<file path="src/rtl/clock_set_ctrl.sv">
// Time-set controller for a 12-hour clock: converts mode/inc buttons into
// hour/minute advance pulses, with hold-to-repeat, inactivity timeout and digit blink.
module clock_set_ctrl #(
    parameter int HOLD_TICKS    = 500,
    parameter int RPT_TICKS     = 100,
    parameter int TIMEOUT_TICKS = 10000,
    parameter int BLINK_TICKS   = 250
) (
    input  logic       clk,
    input  logic       rst,
    input  logic       tick,
    input  logic       mode_btn,
    input  logic       inc_btn,
    output logic       adv_hr,
    output logic       adv_min,
    output logic       clr,
    output logic       hr_on,
    output logic       min_on,
    output logic [1:0] mode
);

    typedef enum logic [1:0] {
        RUN     = 2'b00,
        SET_HR  = 2'b01,
        SET_MIN = 2'b10,
        BAD     = 2'b11
    } state_t;

    localparam int HW = $clog2(HOLD_TICKS) + 1;
    localparam int RW = $clog2(RPT_TICKS) + 1;
    localparam int TW = $clog2(TIMEOUT_TICKS) + 1;
    localparam int BW = $clog2(BLINK_TICKS) + 1;

    localparam logic [HW-1:0] HOLD_LAST = HW'(HOLD_TICKS - 1);
    localparam logic [HW-1:0] HOLD_MAX  = HW'(HOLD_TICKS);
    localparam logic [RW-1:0] RPT_LAST  = RW'(RPT_TICKS - 1);
    localparam logic [TW-1:0] TO_LAST   = TW'(TIMEOUT_TICKS - 1);
    localparam logic [BW-1:0] BL_LAST   = BW'(BLINK_TICKS - 1);

    state_t        state_reg, state_next;
    logic [HW-1:0] hold_reg, hold_next;
    logic          rpt_reg, rpt_next;
    logic [RW-1:0] rcnt_reg, rcnt_next;
    logic [TW-1:0] to_reg, to_next;
    logic [BW-1:0] bcnt_reg, bcnt_next;
    logic          phase_reg, phase_next;
    logic          mode_q_reg, inc_q_reg;
    logic          adv_hr_reg, adv_hr_next;
    logic          adv_min_reg, adv_min_next;

    logic press_m, press_i, held, in_set, rpt_pulse, timeout;

    always_comb begin
        state_next   = state_reg;
        hold_next    = hold_reg;
        rpt_next     = rpt_reg;
        rcnt_next    = rcnt_reg;
        to_next      = to_reg;
        bcnt_next    = bcnt_reg;
        phase_next   = phase_reg;
        adv_hr_next  = 1'b0;
        adv_min_next = 1'b0;
        rpt_pulse    = 1'b0;
        timeout      = 1'b0;

        press_m = mode_btn & ~mode_q_reg;
        press_i = inc_btn & ~inc_q_reg;
        held    = inc_btn & inc_q_reg;
        in_set  = (state_reg == SET_HR) || (state_reg == SET_MIN);

        // Hold phase counts to HOLD_TICKS, then the repeat counter takes over.
        if (in_set && held) begin
            if (tick) begin
                if (!rpt_reg) begin
                    if (hold_reg == HOLD_LAST) begin
                        rpt_pulse = 1'b1;
                        rpt_next  = 1'b1;
                        rcnt_next = '0;
                        hold_next = HOLD_MAX;
                    end else begin
                        hold_next = hold_reg + 1'b1;
                    end
                end else if (rcnt_reg == RPT_LAST) begin
                    rpt_pulse = 1'b1;
                    rcnt_next = '0;
                end else begin
                    rcnt_next = rcnt_reg + 1'b1;
                end
            end
        end else begin
            hold_next = '0;
            rpt_next  = 1'b0;
            rcnt_next = '0;
        end

        if (in_set && tick) begin
            timeout = (to_reg == TO_LAST);
            to_next = to_reg + 1'b1;
            if (bcnt_reg == BL_LAST) begin
                bcnt_next  = '0;
                phase_next = ~phase_reg;
            end else begin
                bcnt_next = bcnt_reg + 1'b1;
            end
        end

        // Mode change outranks increments, which outrank the timeout.
        if (state_reg == BAD || press_m) begin
            state_next = (state_reg == RUN)    ? SET_HR :
                         (state_reg == SET_HR) ? SET_MIN : RUN;
            hold_next  = '0;
            rpt_next   = 1'b0;
            rcnt_next  = '0;
            to_next    = '0;
            bcnt_next  = '0;
            phase_next = 1'b1;
        end else if (in_set && (press_i || rpt_pulse)) begin
            adv_hr_next  = (state_reg == SET_HR);
            adv_min_next = (state_reg == SET_MIN);
            to_next      = '0;
            bcnt_next    = '0;
            phase_next   = 1'b1;
        end else if (timeout || !in_set) begin
            state_next = RUN;
            hold_next  = '0;
            rpt_next   = 1'b0;
            rcnt_next  = '0;
            to_next    = '0;
            bcnt_next  = '0;
            phase_next = 1'b1;
        end
    end

    always_ff @(posedge clk) begin
        if (!rst) begin
            state_reg   <= RUN;
            hold_reg    <= '0;
            rpt_reg     <= 1'b0;
            rcnt_reg    <= '0;
            to_reg      <= '0;
            bcnt_reg    <= '0;
            phase_reg   <= 1'b1;
            mode_q_reg  <= 1'b1;
            inc_q_reg   <= 1'b1;
            adv_hr_reg  <= 1'b0;
            adv_min_reg <= 1'b0;
        end else begin
            state_reg   <= state_next;
            hold_reg    <= hold_next;
            rpt_reg     <= rpt_next;
            rcnt_reg    <= rcnt_next;
            to_reg      <= to_next;
            bcnt_reg    <= bcnt_next;
            phase_reg   <= phase_next;
            mode_q_reg  <= mode_btn;
            inc_q_reg   <= inc_btn;
            adv_hr_reg  <= adv_hr_next;
            adv_min_reg <= adv_min_next;
        end
    end

    assign mode    = state_reg;
    assign clr     = (state_reg != RUN);
    assign adv_hr  = adv_hr_reg;
    assign adv_min = adv_min_reg;
    assign hr_on   = (state_reg == SET_HR)  ? phase_reg : 1'b1;
    assign min_on  = (state_reg == SET_MIN) ? phase_reg : 1'b1;

endmodule

</file>
<file path="config.mk">
export PLATFORM = sky130hd
export DESIGN_NAME = clock_set_ctrl
export DESIGN_NICKNAME = d
export VERILOG_FILES = /design/src/rtl/clock_set_ctrl.sv
export SDC_FILE = /design/constraint.sdc
export NUM_CORES = 1
export LEC_CHECK = 0
export BUFFER_PORTS_ARGS = -buffer_cell sky130_fd_sc_hd__clkbuf_2
export CORE_ASPECT_RATIO = 1.1
export CORE_MARGIN = 2
export CORE_UTILIZATION = 54
export DETAILED_ROUTE_END_ITERATION = 6
export PLACE_DENSITY = 0.78
export SYNTH_ARGS = -nofsm -noshare
export SYNTH_HDL_FRONTEND = slang
export SYNTH_SLANG_ARGS = --single-unit
</file>
<file path="constraint.sdc">
create_clock -name clk -period 2.3 [get_ports clk]
set_clock_uncertainty 0.05 [all_clocks]
set_input_delay 0.23 -clock clk [delete_from_list [all_inputs] [get_ports clk]]
set_output_delay 0.23 -clock clk [all_outputs]
set_load 0.005 [all_outputs]
</file>
==> metrics <==
Reg2Reg Depth=7; GP Congestion=between 0.7 and 0.8; status=finished clean; drt via density=around 5.4; RSZ-0062 raised after global routing=yes; FF+latch count, synth=50; Die Span X=67.1 um; register share of total power=0.571; Required @ worst endpoint=approximately 2500 ps; internal power=approximately 0.0012 W; R2R Path End=hold_reg[2]; clock share of power=0.406; Post-DRT Antenna Nets=0; core area=approximately 4300 um^2; hold path cells=2; max FFs per register=15; Fillers=between 300 and 400; via count=roughly 1,900; num rows=25; clk_lat worst skew=300 ps; # clock sinks=50; met3 routed wirelength=between 150 and 200 um; crit path DAT=between 2000 and 2500 ps; Die H=roughly 73 um; wire per inst=12.5 um; Starting Density=0.555; Mean Syn Cell Area=roughly 8.5 um^2; non-filler instance count after layout=around 360; Tot Pwr=between 0.0015 and 0.002 W; Crit. End Element=flop; register area=~1000 um^2; Synth Flop Type=dfxtp_1; antenna violations before repair=0; Buf+Inv Stages, Crit Path=1; critical path's slowest cell=or4b_4; Max Cap Violations=0; DRT iter0 DRCs=around 100; hold wc startpoint=rst; first-pass GRT wire length=about 7500 um; Max VDD drop=~300 uV; post-placement cell count=around 350; Longest Clk Path Bufs=2; clock-pin slew on the worst setup and hold paths=about 90 ps; number of antenna diodes=0; CP max FO=19; I/O Pins=12; Rel. slew slack=0.640; WHS=approximately 79 ps; vias in the first global route=roughly 1,800; M1 WL=2090 um; most frequent cells in the layout=nor2_1, dfxtp_1, nand2_1; Remaining DRCs=0; Final Cycle Share=0.983; WS Path Type=flop to flop; # setup viols final=0; GRT Resource Usage Total=0.196; Net Switching=0.000314 W; placed cell areas=2560 um^2; Pleak=roughly 0.95 nW; fin. max-slew vios=0; H-tree Lvls=2; R2R Setup Slk=approximately 38 ps; combinational group share of total power=0.023; WL final=~4500 um; hold path endpoint=inc_q_reg; Mapped Area=about 2400 um^2; die area=4920 um^2; layout cells sized above 1=0.162; post-route minimum period=2260 ps; power density over the cells=around 560 nW/um^2; setup bufs post-CTS=0; Crit path max-delay family=simple AND/OR/NAND/NOR gates; HPWL Detailed=approximately 3300 um; Synth-to-Final Area Change=15.7%; maximum clock rate=442 MHz; CTS tree=done; sequential area share after synthesis=0.424; commonest non-fill, non-tap cell in the layout=nor2_1; Final Cell Area=roughly 2700 um^2; highest routed layer=met4; TritonRoute pass-1 iters=4; crit-path cells=ha_4, or4b_4, or4_4, and4b_1, a211o_1, buf_12, nor2_1; metal2 WL=approximately 2100 um; synth warn=0; Root Driver=clkbuf_8; largest net degree at the start of global routing=20; worst r2r src=hold_reg[0]; Hold Path Class=input port to flop; area of the multi-input gates=between 1000 and 1500 um^2; slew of the pin with the lowest slew margin=537 ps; IO buf count=11; global route total overflow=0; share of flip-flops with an asynchronous set or reset=0; Final nets=about 320; Critical Path Start Type=flop; Syn Nets=291; TritonCTS Buffers=5; Distinct cells, synth=40; sw frac=0.206; Mapped Cells=about 280; EDFF count, synth=0; crit-path max cell delay=roughly 450 ps; Hold Fails Final Rpt=0
[cells by family (layout without fill, tap and decap cells)]
family | Yosys count | in the layout | synth area share
and+or+nand+nor | 141 | 141 | 0.296
buffers and inverters | 18 | 44 | 0.0371
muxes | 1 | 1 | 0.00424
AOI/OAI and AO/OA | 26 | 26 | 0.0726
xor gates and xnor gates | 32 | 32 | 0.119
DFF | 50 | 50 | 0.424
adders and majority gates | 9 | 9 | 0.0477
[layer usage]
| layer | GRT usage | up-vias |
|---|---|---|
| li1 | - | 993 |
| met1 | 0.248 | 906 |
| met2 | 0.311 | 33 |
| met3 | 0.0459 | 9 |
| met4 | 0.0998 | 0 |
| met5 | 0 | - |
[power groups by stage]
stage | clock, W | sequential, W | combinational (W)
5_1_grt | 0.000664 | 0.000870 | 0.0000400
3_3_place_gp | 0 | 0.000889 | 0.0000337
4_1_cts | 0.000629 | 0.000869 | 0.0000344
3_5_place_dp | 0 | 0.000890 | 0.0000340
6_report | 0.000617 | 0.000869 | 0.0000351
2_1_floorplan | 0 | 0.000889 | 0.0000191
[cells in the mapped netlist (7+ instances only)]
master    number  area (um^2)
xnor2_1       11         96.3
a21oi_1        7         35.0
dfxtp_1       50         1000
nand3_1        8         40.0
nand4_1       12         75.1
nor3_1         7         35.0
nor2_1        53          199
ha_1           9          113
nand2b_1       8         50.1
xor2_1        21          184
nand2_1       27          101
inv_1         12         45.0
[metrics by stage]
stage                      util  setup TNS, ps  setup WS, ps
final                     0.643              0          38.0
after global routing      0.643          -44.8         -10.6
after CTS                 0.631          -8.50         -5.05
after detailed placement  0.603          -3.80         -3.80
after global placement    0.603              0          76.6
after floorplan               -              0          22.9
[layout make-up]
type,count,area share
Multi-Input combinational cell,209,0.486
Inverter,12,0.0165
Timing Repair Buffer,24,0.0650
Sequential cell,50,0.367
Clock buffer,5,0.0252
Tap cell,54,0.0247
Clock inverter,3,0.0160
[how the worst max path moves through the flow]
stage                      startpoint  cells past startpoint     endpoint
final                     hold_reg[0]                      7  hold_reg[2]
after global placement    hold_reg[1]                      7  hold_reg[1]
after detailed placement  hold_reg[0]                      7  rcnt_reg[6]
after CTS                 hold_reg[0]                      7  rcnt_reg[6]
after global routing      hold_reg[0]                      7      rpt_reg
after floorplan           hold_reg[0]                      8  rcnt_reg[4]
[timing repair]
| action | 4_1_cts | 5_1_grt |
|---|---|---|
| cloned | 0 | 0 |
| setup endpoints to repair | 6 | 25 |
| endpoints found under the hold margin | 0 | 0 |
| hold buffers | 0 | 0 |
| gates resized for setup | 3 | 13 |
Power figures use the tool's default switching activity.
